<file path="src/rtl/tpu_dump_pkg.sv">
// Shared types and constants for the result-tile writeback engine.
// Covers the FSM encoding, the AXI encodings and the beat-count helper.
package tpu_dump_pkg;

  typedef enum logic [2:0] {
    S_IDLE = 3'd0,
    S_RD   = 3'd1,
    S_AW   = 3'd2,
    S_W    = 3'd3,
    S_B    = 3'd4,
    S_DONE = 3'd5
  } dump_state_e;

  localparam logic [1:0]  AXI_BURST_INCR = 2'b01;
  localparam logic [1:0]  AXI_RESP_OKAY  = 2'b00;
  localparam logic [31:0] BOUNDARY_4K    = 32'd4096;

  // Beats needed to carry n_len elements at epb elements per beat.
  function automatic int unsigned beats_for(input int unsigned n_len, input int unsigned epb);
    return (n_len + epb - 1) / epb;
  endfunction

endpackage

</file>
<file path="src/rtl/tpu_result_dump_engine_packer.sv">
// Selects one AXI beat worth of elements from a latched result row.
// Lanes past the row length carry zero data and zero strobes.
module tpu_dump_beat_packer
  import tpu_dump_pkg::*;
#(
  parameter int AXI_DATA_WIDTH       = 64,
  parameter int ACCUM_WIDTH          = 32,
  parameter int SYSTOLIC_ARRAY_WIDTH = 16,
  parameter int LEN_W                = 5
) (
  input  logic [SYSTOLIC_ARRAY_WIDTH*ACCUM_WIDTH-1:0] row_data,
  input  logic [LEN_W-1:0]                            beat_idx,
  input  logic [LEN_W-1:0]                            n_len,
  output logic [AXI_DATA_WIDTH-1:0]                   wdata,
  output logic [AXI_DATA_WIDTH/8-1:0]                 wstrb
);

  localparam int EPB = AXI_DATA_WIDTH / ACCUM_WIDTH;
  localparam int EB  = ACCUM_WIDTH / 8;

  always_comb begin
    wdata = '0;
    wstrb = '0;
    for (int l = 0; l < EPB; l++) begin
      if ((int'(beat_idx) * EPB + l) < int'(n_len)) begin
        wdata[l*ACCUM_WIDTH +: ACCUM_WIDTH] =
          row_data[(int'(beat_idx) * EPB + l)*ACCUM_WIDTH +: ACCUM_WIDTH];
        wstrb[l*EB +: EB] = '1;
      end
    end
  end

endmodule

</file>
<file path="src/rtl/tpu_result_dump_engine.sv">
// Streams an M x N accumulator tile from the result buffer to DDR, one AXI4
// burst outstanding at a time, splitting rows that straddle a 4 KB page.
module tpu_result_dump_engine
  import tpu_dump_pkg::*;
#(
  parameter int AXI_DATA_WIDTH       = 64,
  parameter int ACCUM_WIDTH          = 32,
  parameter int SYSTOLIC_ARRAY_WIDTH = 16,
  parameter int ADDR_WIDTH           = 10,
  parameter int BUF_RD_LATENCY       = 1,
  localparam int LEN_W               = $clog2(SYSTOLIC_ARRAY_WIDTH) + 1
) (
  input  logic                                        clk,
  input  logic                                        rst,
  input  logic                                        start,
  input  logic [LEN_W-1:0]                            m_len,
  input  logic [LEN_W-1:0]                            n_len,
  input  logic [ADDR_WIDTH-1:0]                       buf_base,
  input  logic [31:0]                                 ddr_addr,
  input  logic [31:0]                                 ddr_stride,
  output logic                                        busy,
  output logic                                        done,
  output logic                                        err,
  output logic                                        buf_rd_en,
  output logic [ADDR_WIDTH-1:0]                       buf_rd_addr,
  input  logic [SYSTOLIC_ARRAY_WIDTH*ACCUM_WIDTH-1:0] buf_rd_data,
  output logic [31:0]                                 m_axi_awaddr,
  output logic [7:0]                                  m_axi_awlen,
  output logic [2:0]                                  m_axi_awsize,
  output logic [1:0]                                  m_axi_awburst,
  output logic                                        m_axi_awvalid,
  input  logic                                        m_axi_awready,
  output logic [AXI_DATA_WIDTH-1:0]                   m_axi_wdata,
  output logic [AXI_DATA_WIDTH/8-1:0]                 m_axi_wstrb,
  output logic                                        m_axi_wlast,
  output logic                                        m_axi_wvalid,
  input  logic                                        m_axi_wready,
  input  logic [1:0]                                  m_axi_bresp,
  input  logic                                        m_axi_bvalid,
  output logic                                        m_axi_bready,
  output logic [2:0]                                  dbg_state
);

  // Handshakes: a transfer happens on any cycle where valid && ready; the
  // master holds valid and payload stable until that cycle.

  localparam int EPB  = AXI_DATA_WIDTH / ACCUM_WIDTH;
  localparam int SIZE = $clog2(AXI_DATA_WIDTH / 8);
  localparam logic [LEN_W-1:0] MAX_LEN = LEN_W'(SYSTOLIC_ARRAY_WIDTH);
  localparam logic [LEN_W-1:0] ONE     = LEN_W'(1);

  dump_state_e state, state_nxt;

  logic [LEN_W-1:0] m_q, n_q, beats_q, row_q, beat_q, seg_last_q;
  logic [ADDR_WIDTH-1:0] base_q;
  logic [31:0] stride_q, row_addr_q, seg_addr_q;
  logic [SYSTOLIC_ARRAY_WIDTH*ACCUM_WIDTH-1:0] row_data_q;
  logic [7:0] rd_cnt_q;
  logic err_q;

  logic [LEN_W-1:0] m_clamp, n_clamp;
  logic [31:0] to_bnd, remain, seg_beats;
  logic rd_done, row_finished, last_row;
  logic [AXI_DATA_WIDTH-1:0] pk_data;
  logic [AXI_DATA_WIDTH/8-1:0] pk_strb;

  assign m_clamp = (m_len > MAX_LEN) ? MAX_LEN : m_len;
  assign n_clamp = (n_len > MAX_LEN) ? MAX_LEN : n_len;

  // A burst may only run up to the next 4 KB page; addresses are beat aligned.
  assign to_bnd       = (BOUNDARY_4K - {20'd0, seg_addr_q[11:0]}) >> SIZE;
  assign remain       = 32'(beats_q - beat_q);
  assign seg_beats    = (remain < to_bnd) ? remain : to_bnd;
  assign rd_done      = (rd_cnt_q == 8'(BUF_RD_LATENCY));
  assign row_finished = (beat_q == beats_q);
  assign last_row     = (row_q == m_q - ONE);

  assign m_axi_awsize  = 3'(SIZE);
  assign m_axi_awburst = AXI_BURST_INCR;
  assign err           = err_q;
  assign dbg_state     = state;

  tpu_dump_beat_packer #(
    .AXI_DATA_WIDTH      (AXI_DATA_WIDTH),
    .ACCUM_WIDTH         (ACCUM_WIDTH),
    .SYSTOLIC_ARRAY_WIDTH(SYSTOLIC_ARRAY_WIDTH),
    .LEN_W               (LEN_W)
  ) u_packer (
    .row_data(row_data_q),
    .beat_idx(beat_q),
    .n_len   (n_q),
    .wdata   (pk_data),
    .wstrb   (pk_strb)
  );

  always_ff @(posedge clk) begin
    if (rst) state <= S_IDLE;
    else     state <= state_nxt;
  end

  always_comb begin
    state_nxt     = state;
    busy          = 1'b0;
    done          = 1'b0;
    buf_rd_en     = 1'b0;
    buf_rd_addr   = '0;
    m_axi_awvalid = 1'b0;
    m_axi_awaddr  = '0;
    m_axi_awlen   = '0;
    m_axi_wvalid  = 1'b0;
    m_axi_wdata   = '0;
    m_axi_wstrb   = '0;
    m_axi_wlast   = 1'b0;
    m_axi_bready  = 1'b0;
    case (state)
      S_IDLE: begin
        if (start) state_nxt = (m_clamp == '0 || n_clamp == '0) ? S_DONE : S_RD;
      end
      S_RD: begin
        busy = 1'b1;
        if (rd_cnt_q == 8'd0) begin
          buf_rd_en   = 1'b1;
          buf_rd_addr = base_q + ADDR_WIDTH'(row_q);
        end
        if (rd_done) state_nxt = S_AW;
      end
      S_AW: begin
        busy          = 1'b1;
        m_axi_awvalid = 1'b1;
        m_axi_awaddr  = seg_addr_q;
        m_axi_awlen   = 8'(seg_beats - 32'd1);
        if (m_axi_awready) state_nxt = S_W;
      end
      S_W: begin
        busy         = 1'b1;
        m_axi_wvalid = 1'b1;
        m_axi_wdata  = pk_data;
        m_axi_wstrb  = pk_strb;
        m_axi_wlast  = (beat_q == seg_last_q);
        if (m_axi_wready && m_axi_wlast) state_nxt = S_B;
      end
      S_B: begin
        busy         = 1'b1;
        m_axi_bready = 1'b1;
        if (m_axi_bvalid) begin
          if (!row_finished) state_nxt = S_AW;
          else if (last_row) state_nxt = S_DONE;
          else               state_nxt = S_RD;
        end
      end
      S_DONE: begin
        done      = 1'b1;
        state_nxt = S_IDLE;
      end
      default: state_nxt = S_IDLE;
    endcase
  end

  always_ff @(posedge clk) begin
    if (rst) begin
      m_q        <= '0;
      n_q        <= '0;
      beats_q    <= '0;
      row_q      <= '0;
      beat_q     <= '0;
      seg_last_q <= '0;
      base_q     <= '0;
      stride_q   <= '0;
      row_addr_q <= '0;
      seg_addr_q <= '0;
      row_data_q <= '0;
      rd_cnt_q   <= '0;
      err_q      <= 1'b0;
    end else begin
      case (state)
        S_IDLE: if (start) begin
          m_q        <= m_clamp;
          n_q        <= n_clamp;
          beats_q    <= LEN_W'(beats_for(32'(n_clamp), 32'(EPB)));
          base_q     <= buf_base;
          stride_q   <= ddr_stride;
          row_addr_q <= ddr_addr;
          seg_addr_q <= ddr_addr;
          row_q      <= '0;
          beat_q     <= '0;
          rd_cnt_q   <= '0;
          err_q      <= 1'b0;
        end
        S_RD: begin
          rd_cnt_q <= rd_cnt_q + 8'd1;
          if (rd_done) begin
            row_data_q <= buf_rd_data;
            rd_cnt_q   <= '0;
          end
        end
        S_AW: if (m_axi_awready) begin
          seg_last_q <= beat_q + LEN_W'(seg_beats) - ONE;
          seg_addr_q <= seg_addr_q + (seg_beats << SIZE);
        end
        S_W: if (m_axi_wready) beat_q <= beat_q + ONE;
        S_B: if (m_axi_bvalid) begin
          if (m_axi_bresp != AXI_RESP_OKAY) err_q <= 1'b1;
          // Row complete: advance to the next row's base address.
          if (row_finished) begin
            row_q      <= row_q + ONE;
            beat_q     <= '0;
            row_addr_q <= row_addr_q + stride_q;
            seg_addr_q <= row_addr_q + stride_q;
          end
        end
        default: ;
      endcase
    end
  end

endmodule

</file>
<file path="config.mk">
export PLATFORM = sky130hd
export DESIGN_NAME = tpu_result_dump_engine
export DESIGN_NICKNAME = d
export VERILOG_FILES = /design/src/rtl/tpu_dump_pkg.sv /design/src/rtl/tpu_result_dump_engine_packer.sv /design/src/rtl/tpu_result_dump_engine.sv
export SDC_FILE = /design/constraint.sdc
export NUM_CORES = 2
export LEC_CHECK = 0
export BUFFER_PORTS_ARGS = -buffer_cell sky130_fd_sc_hd__buf_2
export CAP_MARGIN = 20
export CORE_MARGIN = 5
export CORE_UTILIZATION = 25
export DETAILED_ROUTE_END_ITERATION = 6
export GPL_TIMING_DRIVEN = 0
export HOLD_SLACK_MARGIN = 0.12
export SKIP_LAST_GASP = 1
export SYNTH_ARGS = -nofsm -noshare
export SYNTH_HDL_FRONTEND = slang
export SYNTH_SLANG_ARGS = --single-unit
</file>
<file path="constraint.sdc">
create_clock -name clk -period 6.45 [get_ports clk]
set_input_delay 0.645 -clock clk [delete_from_list [all_inputs] [get_ports clk]]
set_output_delay 0.645 -clock clk [all_outputs]
set_load 0.005 [all_outputs]
</file>
[Word-level counts from Yosys, hierarchy flattened]
Index checks and enable logic that the tools add are counted.
Word-level totals
  register bits: 660
  output and inout bits: 138
  input port bits: 604
Cells by class
  equal/unequal tests: 17
  reductions and logical operators: 21
  shift operators: 2
  $lt $le $gt $ge: 5
  mux-type cells: 51
  $add $sub $neg: 15
Operators with widths (count)
  indexed part select 512 x 12 -> 32 bit: 1
  indexed part select 512 x 32 -> 32 bit: 1
  two-way mux 32 bit: 7
  case mux 32 bit (3 select lines): 1
  adder 32 bit: 2
  two-way mux 64 bit: 1
  case mux 32 bit (2 select lines): 1
  two-way mux 5 bit: 8
  less-than comparator 32 x 29 -> 1 bit: 1
  less-than comparator 32 x 6 -> 1 bit: 1
  two-way mux 8 bit: 4
  two-way mux 29 bit: 1
  two-way mux 3 bit: 8
  two-way mux 10 bit: 2
  inequality test 2 bit (second input constant): 8
  case mux 8 bit (2 select lines): 1
  equality test 5 bit: 3
  case mux 3 bit (5 select lines): 1
  case mux 5 bit (3 select lines): 1
  AND reduction 5 bit: 3
  subtractor 13 x 12 -> 14 bit (first input constant): 1
  two-way mux 1 bit: 11
  adder 10 x 5 -> 10 bit: 1
  adder 5 x 1 -> 5 bit (second input constant): 2
  other kinds (27): 40

[Logic depth before layout (Yosys ltp)]
  depth after elaboration: 7
  gate-level depth with buffers: 29

[By module]
From an unflattened synthesis, not the netlist that was laid out.
Second synthesis, totals
  cell total of the unflattened synthesis: 4146
  area total of the unflattened synthesis: 32920.3 um2
Modules (own cells, without submodules)
  tpu_result_dump_engine: cells each 3747, area an instance 28720.0 um2, instances 1
  tpu_dump_beat_packer: cells each 399, area an instance 4200.3 um2, instances 1

[Least setup slack after synthesis]
No wires, ideal clock.
  path type: register to register
  start point: register beat_q[1]
  end point: register seg_addr_q[27]
  arrival: 6347 ps
  cell stages (with the launch flop): 30
  required time: 6316 ps
  period minus slack after synthesis: 6482 ps
  library setup time: 134 ps
  setup slack: -32 ps
  path through: dfxtp_1 -> clkbuf_1 -> clkbuf_1 -> clkbuf_1 -> inv_1 -> ha_1 -> nor2b_1 -> o31a_1 -> o21ai_0 -> nand2b_1 -> clkbuf_1 -> inv_1 -> ha_1 -> a21oi_1 -> o21a_1 -> or4b_2 -> o211a_1 -> nor2_1 -> nand2_1 -> o21ai_0 -> inv_1 -> fa_1 -> nor2b_1 -> o2111a_1 -> o31ai_1 -> a2111oi_0 -> nor2_1 -> xnor2_1 -> a221oi_1 -> a211oi_1
Between the ends
  word-level cells in the longest chain between the ends: 6
  elaborated cells between the ends (all ways): 9
Ends and longest elaborated chain
  from (decl): line tpu_result_dump_engine.sv:54  | logic [LEN_W-1:0] m_q, n_q, beats_q, row_q, beat_q, seg_last_q;
  from (signal assigned): line tpu_result_dump_engine.sv:200  | S_W: if (m_axi_wready) beat_q <= beat_q + ONE;
  subtractor 5 x 5 -> 6 bit: line tpu_result_dump_engine.sv:72  | assign remain = 32'(beats_q - beat_q);
  less-than comparator 32 x 29 -> 1 bit: line tpu_result_dump_engine.sv:73  | assign seg_beats = (remain < to_bnd) ? remain : to_bnd;
  two-way mux 29 bit: line tpu_result_dump_engine.sv:73
  adder 32 bit: line tpu_result_dump_engine.sv:198  | seg_addr_q <= seg_addr_q + (seg_beats << SIZE);
  two-way mux 32 bit: line tpu_result_dump_engine.sv:196  | S_AW: if (m_axi_awready) begin
  case mux 32 bit (3 select lines): line tpu_result_dump_engine.sv:175  | case (state)
  to (signal assigned): line tpu_result_dump_engine.sv:183  | seg_addr_q <= ddr_addr;
  to (signal assigned): line tpu_result_dump_engine.sv:198
  to (signal assigned): line tpu_result_dump_engine.sv:208  | seg_addr_q <= row_addr_q + stride_q;
  to (decl): line tpu_result_dump_engine.sv:56  | logic [31:0] stride_q, row_addr_q, seg_addr_q;
Parallel ways exist; a longest one is shown, timed or not. The select of a mux whose other input is x is not followed.
A chain may end at the register's enable or synchronous reset.

[Worst setup path after layout]
  start point: register beat_q[1]
  end point: output m_axi_awlen[5]
Between the ends
  word-level cells in the longest chain between the ends: 5
Ends and longest elaborated chain
  subtractor 5 x 5 -> 6 bit (*): line tpu_result_dump_engine.sv:72
  less-than comparator 32 x 29 -> 1 bit: line tpu_result_dump_engine.sv:73
  two-way mux 29 bit (*): line tpu_result_dump_engine.sv:73
  subtractor 8 x 1 -> 8 bit (*): line tpu_result_dump_engine.sv:131  | m_axi_awlen = 8'(seg_beats - 32'd1);
  two-way mux 8 bit (*): line tpu_result_dump_engine.sv:115  | case (state)
  to (decl): line tpu_result_dump_engine.sv:28  | output logic [7:0] m_axi_awlen,
Every way passes the cells marked *; elsewhere a longest branch is shown, timed or not.

==> impl_results.html <==
<table>
<tr><th>Metric</th><th>Value</th></tr>
<tr><th colspan="2">Logic synthesis</th></tr>
<tr><td>Commonest register cell after synthesis</td><td>sky130_fd_sc_hd__dfxtp_1</td></tr>
<tr><td>Synthesis warning total</td><td>0</td></tr>
<tr><td>Syn_area_per_cell</td><td>7.91 um^2</td></tr>
<tr><td>Biggest area contributors in the synthesized netlist</td><td>sky130_fd_sc_hd__dfxtp_1 (40%), sky130_fd_sc_hd__nand2_1 (16%), sky130_fd_sc_hd__a21oi_1 (11%)</td></tr>
<tr><td>Simple-gate area share of the yosys netlist</td><td>between 20% and 30%</td></tr>
<tr><td>Number of storage elements in the synthesis netlist</td><td>660</td></tr>
<tr><td>FFs w/ async S/R, synth</td><td>0%</td></tr>
<tr><td>Fraction of the mapped netlist area in adder cells</td><td>4.18%</td></tr>
<tr><td>Complex-gate fraction of the synthesized area</td><td>18.2%</td></tr>
<tr><td>Main combinational cell family by area after synthesis</td><td>simple AND/OR/NAND/NOR gates</td></tr>
<tr><td>Fraction of synthesized cell area taken by the top area cell type</td><td>a little over 40%</td></tr>
<tr><td>Multiplexer share of the synthesized area</td><td>9.08%</td></tr>
<tr><td>Mapped cell area</td><td>roughly 33,000 um^2</td></tr>
<tr><td>Number of distinct library cells after synthesis</td><td>71</td></tr>
<tr><td>Number of instances in the synthesized netlist</td><td>4,128</td></tr>
<tr><td>Post-synth EDFFs</td><td>0</td></tr>
<tr><td>Xor/xnor cell area share of the yosys netlist</td><td>roughly 2.1%</td></tr>
<tr><td>Part of the Yosys area used for sequential elements</td><td>slightly above 40%</td></tr>
<tr><td>Cell type with the largest total area after synthesis</td><td>sky130_fd_sc_hd__dfxtp_1</td></tr>
<tr><th colspan="2">Drt</th></tr>
<tr><td>Routed vias</td><td>34,800</td></tr>
<tr><td>Count of routing violations after the opening detailed-route iteration</td><td>between 3,000 and 4,000</td></tr>
<tr><td>DR WL/cell</td><td>around 26 um</td></tr>
<tr><td>Final Routed Wirelength</td><td>176,000 um</td></tr>
<tr><td>Post-route antenna net violation count</td><td>0</td></tr>
<tr><td>Drt first pass iters</td><td>6</td></tr>
<tr><td>DRC Markers</td><td>0</td></tr>
<tr><td>Per-cell via count in the routed design</td><td>5.08</td></tr>
<tr><th colspan="2">STA</th></tr>
<tr><td>Worst setup margin</td><td>~0.30 ns</td></tr>
<tr><td>Worst-Margin Slew</td><td>1.18 ns</td></tr>
<tr><td>Sum of negative setup slack</td><td>0 ns</td></tr>
<tr><td>Number of max-slew violations in the final report</td><td>0</td></tr>
<tr><td>Worst Clk Skew</td><td>~0.054 ns</td></tr>
<tr><td>Ratio of final minimum period to clock period</td><td>about 95%</td></tr>
<tr><td>Total setup violations reported at the end of the flow</td><td>0</td></tr>
<tr><td>Top achievable clock speed</td><td>163 MHz</td></tr>
<tr><td>Clock period minus worst slack</td><td>roughly 6.2 ns</td></tr>
<tr><td>RSZ-0062 raised after global routing</td><td>no</td></tr>
<tr><td>Hold slack</td><td>0.194 ns</td></tr>
<tr><td>Count of final hold-check violations</td><td>0</td></tr>
<tr><td>Slew HR</td><td>21.1%</td></tr>
<tr><th colspan="2">Die</th></tr>
<tr><td>Top Ports</td><td>about 740</td></tr>
<tr><td>Die area</td><td>approximately 140,000 um^2</td></tr>
<tr><td>Placement Rows</td><td>132</td></tr>
<tr><td>Chip width</td><td>371 um</td></tr>
<tr><td>Height of the die</td><td>371 um</td></tr>
<tr><td>Core box area</td><td>130,000 um^2</td></tr>
<tr><td>Initial core utilization</td><td>25.2%</td></tr>
<tr><th colspan="2">Status</th></tr>
<tr><td>Outcome</td><td>completed</td></tr>
<tr><th colspan="2">Cells and area</th></tr>
<tr><td>Area grow syn2layout</td><td>28.4%</td></tr>
<tr><td>Sequential Area</td><td>13,200 um^2</td></tr>
<tr><td>Multi-input combinational cell area</td><td>18,200 um^2</td></tr>
<tr><td>Count of filler cells inserted in the layout</td><td>14,100</td></tr>
<tr><td>Fraction of layout cells with a size suffix above 1</td><td>21.1%</td></tr>
<tr><td>Number of nets at the end of the flow</td><td>5,705</td></tr>
<tr><td>Layout Cells excl Fill</td><td>6,851</td></tr>
<tr><th colspan="2">Critical path</th></tr>
<tr><td>Largest incremental delay on the critical path</td><td>0.52 ns</td></tr>
<tr><td>Worst-path fanout max</td><td>10</td></tr>
<tr><td>Crit path max-delay family</td><td>simple AND/OR/NAND/NOR gates</td></tr>
<tr><td>Crit path capture type</td><td>output pin</td></tr>
<tr><td>Worst Setup Start Kind</td><td>register</td></tr>
<tr><td>CP required</td><td>5.80 ns</td></tr>
<tr><td>Buffer and inverter count on the worst path</td><td>6</td></tr>
<tr><td>Critical Path AT</td><td>5.51 ns</td></tr>
<tr><td>Cells traversed along the worst timing path</td><td>clkbuf_8, buf_16, clkbuf_16, inv_1, ha_1, nor2b_1, o31a_1, o21ai_2, nand2b_2, inv_4, ha_1, a21oi_1, o21a_1, or4b_4, o211a_4, or4_1, a211oi_4, or4b_4, a21oi_2, buf_2</td></tr>
<tr><td>Critical-path cell with the highest stage delay</td><td>sky130_fd_sc_hd__or4_1</td></tr>
<tr><td>Critical path class</td><td>reg -&gt; out</td></tr>
<tr><th colspan="2">CTS</th></tr>
<tr><td>Clk Latency, worst-skew pair</td><td>~0.7 ns</td></tr>
<tr><td>CTS Buf Count</td><td>78</td></tr>
<tr><td>Largest buffer count on any clock path</td><td>3</td></tr>
<tr><td>Worst-path clk slew</td><td>0.06 ns</td></tr>
<tr><td>Cts hold-fix bufs</td><td>0</td></tr>
<tr><td>TritonCTS sink count</td><td>660</td></tr>
<tr><td>Cell at the root of the clock tree</td><td>sky130_fd_sc_hd__clkbuf_16</td></tr>
<tr><td>H-Tree Depth</td><td>3</td></tr>
<tr><td>Clock tree from TritonCTS</td><td>done</td></tr>
<tr><th colspan="2">Placement</th></tr>
<tr><td>Worst Setup Slack post-DPL</td><td>-2.79 ns</td></tr>
<tr><td>Count of port buffers added during placement</td><td>735</td></tr>
<tr><td>Routability congestion estimate</td><td>about 0.97</td></tr>
<tr><td>Detail Placement HPWL</td><td>~140,000 um</td></tr>
<tr><td>Instance count after placement with tap cells included</td><td>6,640</td></tr>
<tr><th colspan="2">GRT</th></tr>
<tr><td>Pin count of the biggest net entering global routing</td><td>14</td></tr>
<tr><td>Via count of the first global-routing pass</td><td>33,000</td></tr>
<tr><td>Wire length of the first global-routing pass</td><td>240,000 um</td></tr>
<tr><td>Overall track demand over capacity in global routing</td><td>24.2%</td></tr>
<tr><td>Number of antenna violations at the first check in global routing</td><td>between 90 and 100</td></tr>
<tr><td>GR Overflow Total</td><td>0</td></tr>
<tr><th colspan="2">Pwr</th></tr>
<tr><td>Pwr Total</td><td>14.5 mW</td></tr>
<tr><td>Leak pwr</td><td>15.7 nW</td></tr>
<tr><td>Power density over the cells</td><td>~350 nW/um^2</td></tr>
<tr><td>Worst supply voltage drop on vdd</td><td>218 uV</td></tr>
<tr><th colspan="2">Run</th></tr>
<tr><td>Max-Cap Viols</td><td>0</td></tr>
<tr><th colspan="2">Hold path</th></tr>
<tr><td>Hold crit path type</td><td>in -&gt; reg</td></tr>
</table>
==> cell usage after synthesis, drive strengths merged (17+ instances only) <==
master / count
a211oi: 31
a21o: 33
a21oi: 745
a221oi: 20
a22oi: 29
a31oi: 17
and3: 44
buf: 45
clkbuf: 269
dfxtp: 660
ha: 101
inv: 56
mux4: 128
nand2: 1359
nand3: 45
nor2: 140
nor3: 36
o21a: 20
o21ai: 65
xnor2: 53
xor2: 25
==> placed cells by master (no fill, tap or decap), types with 8 or more instances in the layout <==
| cell | instances |
|---|---|
| sky130_fd_sc_hd__a21o_1 | 33 |
| sky130_fd_sc_hd__mux2i_1 | 8 |
| sky130_fd_sc_hd__a311oi_1 | 10 |
| sky130_fd_sc_hd__and3_1 | 44 |
| sky130_fd_sc_hd__inv_1 | 53 |
| sky130_fd_sc_hd__buf_8 | 10 |
| sky130_fd_sc_hd__nor3_1 | 35 |
| sky130_fd_sc_hd__a31oi_1 | 17 |
| sky130_fd_sc_hd__a22oi_1 | 29 |
| sky130_fd_sc_hd__mux4_2 | 128 |
| sky130_fd_sc_hd__xnor2_1 | 53 |
| sky130_fd_sc_hd__nor2_1 | 139 |
| sky130_fd_sc_hd__nand3_1 | 45 |
| sky130_fd_sc_hd__or3_1 | 9 |
| sky130_fd_sc_hd__o21a_1 | 20 |
| sky130_fd_sc_hd__a221oi_1 | 19 |
| sky130_fd_sc_hd__conb_1 | 24 |
| sky130_fd_sc_hd__a211oi_1 | 29 |
| sky130_fd_sc_hd__ha_1 | 100 |
| sky130_fd_sc_hd__clkbuf_16 | 79 |
| sky130_fd_sc_hd__nand2b_1 | 13 |
| sky130_fd_sc_hd__buf_4 | 30 |
| sky130_fd_sc_hd__clkbuf_1 | 281 |
| sky130_fd_sc_hd__buf_1 | 33 |
| sky130_fd_sc_hd__xor2_1 | 25 |
| sky130_fd_sc_hd__a21oi_1 | 743 |
| sky130_fd_sc_hd__diode_2 | 53 |
| sky130_fd_sc_hd__buf_2 | 736 |
| sky130_fd_sc_hd__nand3b_1 | 12 |
| sky130_fd_sc_hd__nand2_1 | 1359 |
| sky130_fd_sc_hd__clkinv_2 | 13 |
| sky130_fd_sc_hd__nor2b_1 | 11 |
| sky130_fd_sc_hd__nand4_1 | 13 |
| sky130_fd_sc_hd__o21ai_0 | 64 |
| sky130_fd_sc_hd__and2_1 | 8 |
| sky130_fd_sc_hd__clkbuf_8 | 15 |
| sky130_fd_sc_hd__o211ai_1 | 10 |
| sky130_fd_sc_hd__dfxtp_1 | 660 |
==> registers in the layout, indices dropped and copies added, names as in the netlist <==
register / flops
stride_q: 32
beats_q: 5
seg_addr_q: 32
row_addr_q: 32
m_q: 5
beat_q: 5
dbg_state: 3
row_data_q: 512
row_q: 5
base_q: 10
err: 1
seg_last_q: 5
rd_cnt_q: 8
n_q: 5
==> worst reg2reg max path: cells and delay by family (launching register included) <==
kind | cells | cell delay (ns)
adders and majority gates | 4 | 0.97
buffers and inverters | 8 | 1.08
AOI/OAI and AO/OA | 11 | 2.00
DFF | 1 | 0.38
xor gates and xnor gates | 1 | 0.17
and+or+nand+nor | 6 | 1.41
==> cell families after synthesis <==
family	Yosys count
other	2
and+or+nand+nor	1729
xor gates and xnor gates	78
muxes	136
DFF	660
adders and majority gates	106
buffers and inverters	371
AOI/OAI and AO/OA	1046
==> stage by stage <==
step	area (um^2)	util (%)
detailed placement	38800	29.9
CTS	41600	32.1
global placement	38600	29.8
floorplan	32700	-
finish	41900	32.3
global route	41800	32.3
==> area by class of cell <==
cell class	instances	share of cell area, %
clock inverters	31	1.05
diodes	53	0.316
clock buffers	110	5.28
well taps	1742	5.20
multi-input cells	3119	43.4
flip-flops and latches	660	31.5
inverters	57	0.525
plain buffers	311	2.96
repair buffers	768	9.70
==> timing repair <==
action	CTS	global route
endpoints found under the setup margin	42	20
resized for setup	28	15
endpoints found under the hold margin	0	0
pin swaps	3	6
setup buffers	8	11
==> power by group <==
part	internal, mW	switching (mW)	leakage (nW)	total, mW
clock network	2.67	1.99	1.29	4.66
registers	4.48	0.358	5.34	4.84
logic	1.73	3.28	9.12	5.01
total	8.88	5.63	15.7	14.5
==> worst paths after layout <==
| kind | slack [ns] | depth (start not counted) | start | to |
|---|---|---|---|---|
| worst max-delay path | 0.30 | 20 | beat_q[1] | m_axi_awlen[5] |
| worst min-delay path | 0.19 | 3 | buf_rd_data[171] | row_data_q[171] |
| worst min register to register | 0.45 | 2 | row_data_q[169] | row_data_q[169] |
| worst max register to register | 0.37 | 30 | beat_q[1] | seg_addr_q[21] |
==> layer usage <==
| layer | part of all wire, % | global-route usage (%) | routed length (um) | up-vias |
|---|---|---|---|---|
| li1 | - | - | - | 16000 |
| met1 | 43 | 33.0 | 75500 | 16800 |
| met2 | 44 | 37.1 | 76900 | 1669 |
| met3 | 8.4 | 5.11 | 14800 | 363 |
| met4 | 4.7 | 10.6 | 8170 | 22 |
| met5 | 0.088 | 0 | 155 | - |
No activity file was read; power rests on OpenSTA's default activity.
